`src/rtl/npc_sequencer.sv`:
```
// SPARC PC/nPC sequencer: delayed control transfer with delay slot, annul bit and JMPL redirect.
// Optional build macro NPC_ALIGN_CHECK_EN drops misaligned redirect targets and raises a sticky misalign flag.
module npc_sequencer #(
  parameter logic [31:0] RESET_PC = 32'h0000_0000
) (
  input  logic        clk,
  input  logic        rst_n,
  input  logic        stall,
  input  logic        br_valid,
  input  logic        br_taken,
  input  logic        br_always,
  input  logic        br_annul,
  input  logic [31:0] br_target,
  input  logic        jmpl_valid,
  input  logic [31:0] jmpl_target,
  output logic [31:0] pc_out,
  output logic [31:0] npc_out,
  output logic        annul_out,
  output logic        misalign
);

  typedef enum logic [1:0] {
    ST_RUN    = 2'd0,
    ST_SLOT   = 2'd1,
    ST_SQUASH = 2'd2
  } state_t;

  state_t      r_state;
  state_t      w_state_next;
  logic [31:0] r_pc;
  logic [31:0] r_npc;
  logic [31:0] w_npc_next;
  logic [31:0] w_npc_inc;
  logic [31:0] w_target;
  logic        w_cti_en;
  logic        w_jmpl_acc;
  logic        w_br_acc;
  logic        w_redirect;
  logic        w_annul_slot;
  logic        w_target_bad;

  // An annulled delay slot must not redirect, so all CTI qualifiers are gated off in SQUASH.
  always_comb begin
    w_cti_en     = (r_state != ST_SQUASH);
    w_jmpl_acc   = jmpl_valid & w_cti_en;
    w_br_acc     = br_valid & w_cti_en;
    w_npc_inc    = r_npc + 32'd4;
    w_redirect   = w_jmpl_acc | (w_br_acc & br_taken);
    w_target     = w_jmpl_acc ? jmpl_target : br_target;
    w_annul_slot = w_br_acc & br_annul & (~br_taken | br_always);
`ifdef NPC_ALIGN_CHECK_EN
    w_target_bad = w_redirect & (w_target[1:0] != 2'b00);
`else
    w_target_bad = 1'b0;
`endif
    w_npc_next   = (w_redirect & ~w_target_bad) ? w_target : w_npc_inc;
  end

  always_comb begin
    w_state_next = ST_RUN;
    case (r_state)
      ST_RUN, ST_SLOT: begin
        if (w_annul_slot)
          w_state_next = ST_SQUASH;
        else if (w_br_acc | w_jmpl_acc)
          w_state_next = ST_SLOT;
        else
          w_state_next = ST_RUN;
      end
      ST_SQUASH: w_state_next = ST_RUN;
      default:   w_state_next = ST_RUN;
    endcase
  end

  always_ff @(posedge clk) begin
    if (!rst_n) begin
      r_state <= ST_RUN;
      r_pc    <= RESET_PC;
      r_npc   <= RESET_PC + 32'd4;
    end else if (!stall) begin
      r_state <= w_state_next;
      r_pc    <= r_npc;
      r_npc   <= w_npc_next;
    end
  end

`ifdef NPC_ALIGN_CHECK_EN
  logic r_misalign;

  // Sticky until reset; a stalled edge leaves it untouched like the rest of the state.
  always_ff @(posedge clk) begin
    if (!rst_n)
      r_misalign <= 1'b0;
    else if (!stall)
      r_misalign <= r_misalign | w_target_bad;
  end

  assign misalign = r_misalign;
`else
  assign misalign = w_target_bad;
`endif

  assign pc_out    = r_pc;
  assign npc_out   = r_npc;
  assign annul_out = (r_state == ST_SQUASH);

endmodule

```
`config.mk`:
```
export PLATFORM = sky130hd
export DESIGN_NAME = npc_sequencer
export DESIGN_NICKNAME = d
export VERILOG_FILES = /design/src/rtl/npc_sequencer.sv
export SDC_FILE = /design/constraint.sdc
export NUM_CORES = 1
export LEC_CHECK = 0
export BUFFER_PORTS_ARGS = -buffer_cell sky130_fd_sc_hd__buf_2
export CAP_MARGIN = 20
export CELL_PAD_IN_SITES_DETAIL_PLACEMENT = 2
export CELL_PAD_IN_SITES_GLOBAL_PLACEMENT = 2
export CORE_ASPECT_RATIO = 1.4
export CORE_MARGIN = 4
export CORE_UTILIZATION = 25
export DETAILED_ROUTE_END_ITERATION = 10
export GPL_TIMING_DRIVEN = 0
export PLACE_DENSITY = 0.74
export SYNTH_ARGS = -nofsm -noshare
export SYNTH_HDL_FRONTEND = slang
export SYNTH_SLANG_ARGS = --single-unit
```
`constraint.sdc`:
```
create_clock -name clk -period 3.25 [get_ports clk]
set_input_delay 0.325 -clock clk [delete_from_list [all_inputs] [get_ports clk]]
set_output_delay 0.325 -clock clk [all_outputs]
set_load 0.01 [all_outputs]
```
# [After elaboration in Yosys (flattened, before gate mapping)]
# Index checks and enable logic that the tools add are counted.
[op_classes] bitwise=9 n_addsub=1 n_reduce_logical=2 n_mux=5 eq_ne=3
[ops] cell="$mux 32" count=2
[ops] cell="$add 32x3->32 const B" count=1
[ops] cell="$and 1x1->1" count=5
[ops] cell="$mux 2" count=2
[ops] cell="$or 1x1->1" count=3
[ops] cell="$eq 2x1->1 const B" count=1
[ops] cell="$eq 2x2->1 const B" count=1
[ops] cell="$logic_not 2->1" count=1
[ops] cell="$ne 2x2->1 const B" count=1
[ops] cell="$reduce_or 2->1" count=1
[ops] cell="$mux 1" count=1
[ops] cell="$not 1->1" count=1
[word_totals] elab_cells=23 output_inout_bits=66 input_bits=72 ff_bits=66

# [Depth between registers and ports, before layout]
# Gate-level depths: netlist of the first run.
[logic_depth] depth_word=6 ltp_mapped=7 mapped_depth_nobuf=6

# [Worst setup path before layout of the first run]
# OpenSTA, ideal clock, no wires.
[synth_timing] path_type="reg2reg" startpoint="reg r_npc[2], in the netlist npc_out[2]" endpoint="reg r_npc[22], in the netlist npc_out[22]" synth_period_minus_slack_ns=1.788 path_stages_with_launch=7 path_buffers=0 slack_ns=1.462 arrival_ns=1.674 path_cell_list="dfxtp_1 -> ha_1 -> nand4_1 -> nor4_2 -> a31o_2 -> a21oi_1 -> o21a_1"
[synth_between] elab_chain_len=2
[synth_rtl] element="start: declaration" line_no="31" text="logic [31:0] r_npc;"
[synth_rtl] element="start signal: assignment" line_no="79" text="r_npc <= RESET_PC + 32'd4;"
[synth_rtl] element="start signal: assignment" line_no="83" text="r_npc <= w_npc_next;"
[synth_rtl] element="$add 32x3->32" line_no="47" text="w_npc_inc = r_npc + 32'd4;"
[synth_rtl] element="$mux 32" line_no="56" text="w_npc_next = (w_redirect & ~w_target_bad) ? w_target : w_npc_inc;"
# No other way between the ends.
# A chain may end at the register's enable or synchronous reset.

# [Worst setup path after layout of the first run]
[layout_timing] startpoint="reg r_npc[2], in the netlist npc_out[2]" endpoint="reg r_npc[14], in the netlist npc_out[14]"
# Same word-level chain as after synthesis.

==> results.txt, run 1 <==
status = complete, no violations
share of layout cells above drive strength 1 = 33.10%
top-area cell type share of the netlist area = 37.08%
delay-heaviest family, CP = simple AND/OR/NAND/NOR gates
count of different cell masters after synthesis = 62
Register Area = 1321 um^2
Max Cap Violations = 0
CP max-delay cell = dfxtp_1
Critical R2R Launch = npc_out[2]
post_cts resized = 0
crit-path cells = ha_1 -> nand4_1 -> nor2_1 -> nand2_1 -> o32a_2 -> o21ai_0
first drt pass iteration count = 4
most frequent cells in the layout = buf_2, dfxtp_1, nor2_1, nand2_1, mux2i_1
WL per Instance = 20.43 um
slew margin rel. = 29.41%
Worst R2R End = npc_out[14]
sequential share of the synthesized area = 37.08%
Reg2Reg Depth = 6
Routed Antenna Nets = 0
initial core utilization = 25.50%
CP Capture Type = register
cell count of the worst hold path = 3
PortBufs = 136
Post-layout nets = 640
DP HPWL = 11.99 mm
commonest non-fill, non-tap cell in the layout = buf_2
first-pass GRT wire length = 23.92 mm
gpl congestion = 0.8233
Clock Sinks = 66
gr ovfl total = 0
vias in the first global route = 4384
synth warn = 0
top post-synthesis cells by area = dfxtp_1, mux2i_1, nor2_1
area of the multi-input gates = 2097 um^2
Max Slew Vio Count = 0
Post-synth EDFFs = 0
Post-CTS Hold Fix Bufs = 0
setup bufs post-CTS = 0
DIE WIDTH = 108.9 um
final setup fails = 0
Syn-to-layout area delta = 33.22%
Vias = 3952
Req. time, crit path = 3500 ps
Hold WC Path Type = in -> reg
path length in cells of the critical path = 6
crit path DAT = 2650 ps
Syn Area/Cell = 8.484 um^2
Root Buffer = clkbuf_16
Clock transition at path regs = 50 ps
Max H-tree Level = 3
actual slew at the worst max-slew pin = 1056 ps
HP Start = jmpl_target[5]
top fanout value on the critical path = 9
TritonCTS Buffers = 9
synthesized instance count = 420
Core Footprint = 13970 um^2
R2R Setup Slk = 850 ps
ys async rst share = 0%
DR DRC count = 0
vias per cell = 5.228
IO Count = 138
clk_skew = 4.968 ps
drt total wl = 15.45 mm
Worst-Skew Late Latency = 330 ps
crit path kind = reg -> reg
Final Hold Fails = 0
Leak Pwr = 2.117 nW
Die Height = 149.3 um
largest net degree at the start of global routing = 11
synthesized flop and latch total = 66
area of the mapped netlist = 3563 um^2
DIE AREA = 16250 um^2
Worst Hold End = npc_out[5]
final core utilization = 33.97%
CP Buf/Inv Count = 0
gr usage total = 19.19%
Final Cycle Share = 73.87%
# rows = 51
setup TNS = 0 ps
startpoint class of the critical path = register
PD cells = 468.5 nW/um^2
Clock Path Buffers = 2
diode count = 0
Synth Net Count = 493
CTS tree = yes
largest area contributor in the netlist = dfxtp_1
initial antenna violation count = 0
RSZ-0062 raised after global routing = false
Fillers = 1613
Final min period = 2401 ps
ys flop type = dfxtp_1
Max Clk Rate = 0.4165 GHz
maximum VDD drop = 0.0001733 V
crit-path max cell delay = 570 ps
1st-iter DRT viols = 134
==> stage by stage <==
stage,area (um^2),setup WS (ps),total power (W),std cells,hold slack (ps)
after floorplan,3563,1462,0.001143,420,468.1
after global placement,4476,936.2,0.001324,741,467.5
after detailed placement,4476,886.3,0.001339,741,469.1
after CTS,4747,857.9,0.002257,756,257.3
after global routing,4747,743.5,0.002331,756,281.5
final,4747,849.1,0.002224,756,265.3
==> power breakdown <==
part | switching, W | internal, W
logic | 0.000222 | 0.000163
registers | 0.0000752 | 0.000860
clock network | 0.000354 | 0.000550
==> Yosys cell counts (7+ instances only) <==
cell,number
nand4_1,9
clkbuf_1,16
buf_2,8
nand2_1,44
mux2i_1,34
dfxtp_1,66
a31oi_1,7
nand3_1,18
mux2_2,13
o21ai_0,20
nor2_1,51
inv_1,8
a21oi_1,24
and3_1,7
==> worst max path at each step <==
stage | to | slack, ps | startpoint
floorplan | npc_out[22] | 1460 | npc_out[2]
global placement | npc_out[14] | 940 | stall
detailed placement | pc_out[29] | 890 | stall
CTS | npc_out[14] | 860 | npc_out[2]
global route | npc_out[14] | 740 | npc_out[2]
finish | npc_out[14] | 850 | npc_out[2]
==> state kept, by name, summed over array words and instances (netlist names) <==
name and cells:
r_state 2, npc_out 32, pc_out 32
==> cells by family (layout without fill, tap and decap cells) <==
logic type,count (synthesis),after routing,synth area share (%)
XOR/XNOR,4,4,0.9833
other,1,1,0.1052
multiplexers,47,47,13.66
adder cells (fa/ha/maj),1,1,0.3511
AO/OA/AOI/OAI,101,101,19.38
buffers and inverters,35,186,4.073
flip-flops,66,66,37.08
AND/OR/NAND/NOR,165,165,24.37
==> area by class of cell <==
| class | instances | area share, % |
|---|---|---|
| repair buffers | 136 | 14.34 |
| inverters | 8 | 0.6326 |
| plain buffers | 27 | 2.425 |
| clock inverters | 3 | 0.3163 |
| clock buffers | 12 | 5.403 |
| well taps | 185 | 4.876 |
| flip-flops and latches | 66 | 27.83 |
| multi-input cells | 319 | 44.18 |
==> metal layers <==
metal / GRT usage, % / share of wire [%]
met1: 22.08 / 39
met2: 34.96 / 53
met3: 3.378 / 5.5
met5: 0 / 0
met4: 6.696 / 2.4
==> worst register-to-register path, delay by kind of cell, from the launching register on <==
kind	cells	cell delay, ps
simple gates	3	940
fa+ha+maj	1	290
compound gates	2	530
flops	1	570
Power figures use the tool's default switching activity.
==> inputs of run 2 (changes only) <==
==> constraint.sdc (replaced) <==
create_clock -name clk -period 2.3 [get_ports clk]
set_input_delay 0.23 -clock clk [delete_from_list [all_inputs] [get_ports clk]]
set_output_delay 0.23 -clock clk [all_outputs]
set_load 0.01 [all_outputs]
==> results.txt, run 2 (same netlist as run 1, synthesis figures left out) <==
diode count = 0
Final Hold Fails = 0
actual slew at the worst max-slew pin = 772.1 ps
Leak Pwr = 2.150 nW
Root Buffer = clkbuf_16
Post-layout nets = 642
switching part of the total = 29.47%
crit-path max cell delay = 750 ps
DP Area = 4476 um^2
Max Cap Violations = 0
startpoint class of the critical path = register
first drt pass iteration count = 4
Max Slew Vio Count = 0
maximum VDD drop = 0.0002523 V
Clock transition at path regs = 60 ps
Clock Path Buffers = 2
fin area = 4796 um^2
fin worst setup slack = 142.7 ps
Hold WC Path Type = in -> reg
most frequent cells in the layout = buf_2, dfxtp_1, nor2_1, nand2_1, mux2i_1
CP Buf/Inv Count = 0
first-pass GRT wire length = 23.92 mm
crit-path cells = nand4_4 -> nor4_1 -> a21bo_2 -> a21oi_1 -> o21a_1
DIE WIDTH = 108.9 um
DIE AREA = 16250 um^2
gpl congestion = 0.8233
IO Count = 138
DR DRC count = 0
CP Capture Type = register
delay-heaviest family, CP = simple AND/OR/NAND/NOR gates
commonest non-fill, non-tap cell in the layout = buf_2
Core Footprint = 13970 um^2
Place WS = -25.22 ps
DP HPWL = 11.99 mm
PortBufs = 136
slew margin rel. = 48.05%
clk_skew = 6.692 ps
Final Power = 0.003153 W
Max Clk Rate = 0.4635 GHz
final setup fails = 0
CP max-delay cell = nor4_1
status = complete, no violations
drt total wl = 15.58 mm
Req. time, crit path = 2530 ps
initial antenna violation count = 0
Vias = 3954
gr usage total = 19.18%
Sw Pwr = 0.0009293 W
crit path kind = reg -> reg
WL per Instance = 20.55 um
Pint = 0.002224 W
Reg power frac = 41.9%
Syn-to-layout area delta = 34.59%
share of layout cells above drive strength 1 = 34.03%
vias in the first global route = 4382
Routed Antenna Nets = 0
Final Cycle Share = 93.80%
CTS tree = yes
top fanout value on the critical path = 8
vias per cell = 5.216
TritonCTS Buffers = 9
1st-iter DRT viols = 151
initial core utilization = 25.50%
# rows = 51
largest net degree at the start of global routing = 11
Clock Sinks = 66
Post-CTS Hold Fix Bufs = 0
RSZ-0062 raised after global routing = false
Worst-Skew Late Latency = 330 ps
Max H-tree Level = 3
gr ovfl total = 0
combinational share of power = 17.4%
Final min period = 2157 ps
crit path DAT = 2380 ps
Clock power frac = 40.7%
PD cells = 657.5 nW/um^2
Die Height = 149.3 um
run 2: cell types whose count changed in the layout (fill, tap and decap cells not counted), sizes merged:
cell / before / now
buf: 147 / 149
run 2: worst register-to-register path, cell delays in order (launching register included):
cell and delay [ps]:
dfxtp_1 530, nand4_4 280, nor4_1 750, a21bo_2 250, a21oi_1 60, o21a_1 190
run 2: path summary, 6_finish.rpt:
path	end	cells after the start	start	slack, ps
hold / removal	npc_out[5]	3	jmpl_target[5]	170
hold reg to reg	pc_out[17]	2	pc_out[17]	470
setup / recovery	npc_out[19]	5	npc_out[11]	140
setup reg to reg	npc_out[19]	5	npc_out[11]	140
run 2: repair_timing:
action	in CTS	in global routing
cloned	0	0
endpoints found under the setup margin	8	10
gates resized for setup	2	6
pin swaps	0	1
setup buffers	0	2
run 2: metrics by stage:
stage               util (%)  setup TNS, ps  instances  hold WS, ps
finish                 34.32              0        758        170.7
CTS                    34.00         -148.8        756        162.3
global placement       32.03              0        741        467.5
global route           34.32              0        758        186.5
floorplan                  -              0        420        389.0
detailed placement     32.03         -44.05        741        469.1
run 2: power groups by stage:
stage                     Combinational (W)  Clock [W]  Sequential (W)
after floorplan                    0.000271          0         0.00134
after global placement             0.000531          0         0.00134
after detailed placement           0.000548          0         0.00134
after CTS                          0.000554    0.00131         0.00132
after global routing               0.000603    0.00136         0.00133
final                              0.000548    0.00128         0.00132
run 2: final cells by class:
type,instances,area (um^2)
fillers,1607,9179
multi-input cells,319,2130
flip-flops and latches,66,1321
repair buffers,138,695.7
clock buffers,12,256.5
well taps,185,231.5
plain buffers,27,116.4
inverters,8,30.03
clock inverters,3,15.01
run 2: per-layer routing:
layer	wire length, um	GRT usage, %	vias to the layer above
li1	-	-	1852
met1	6317	22.06	1970
met2	8174	34.96	111
met3	743	3.378	21
met4	345	6.696	0
met5	0	0	-
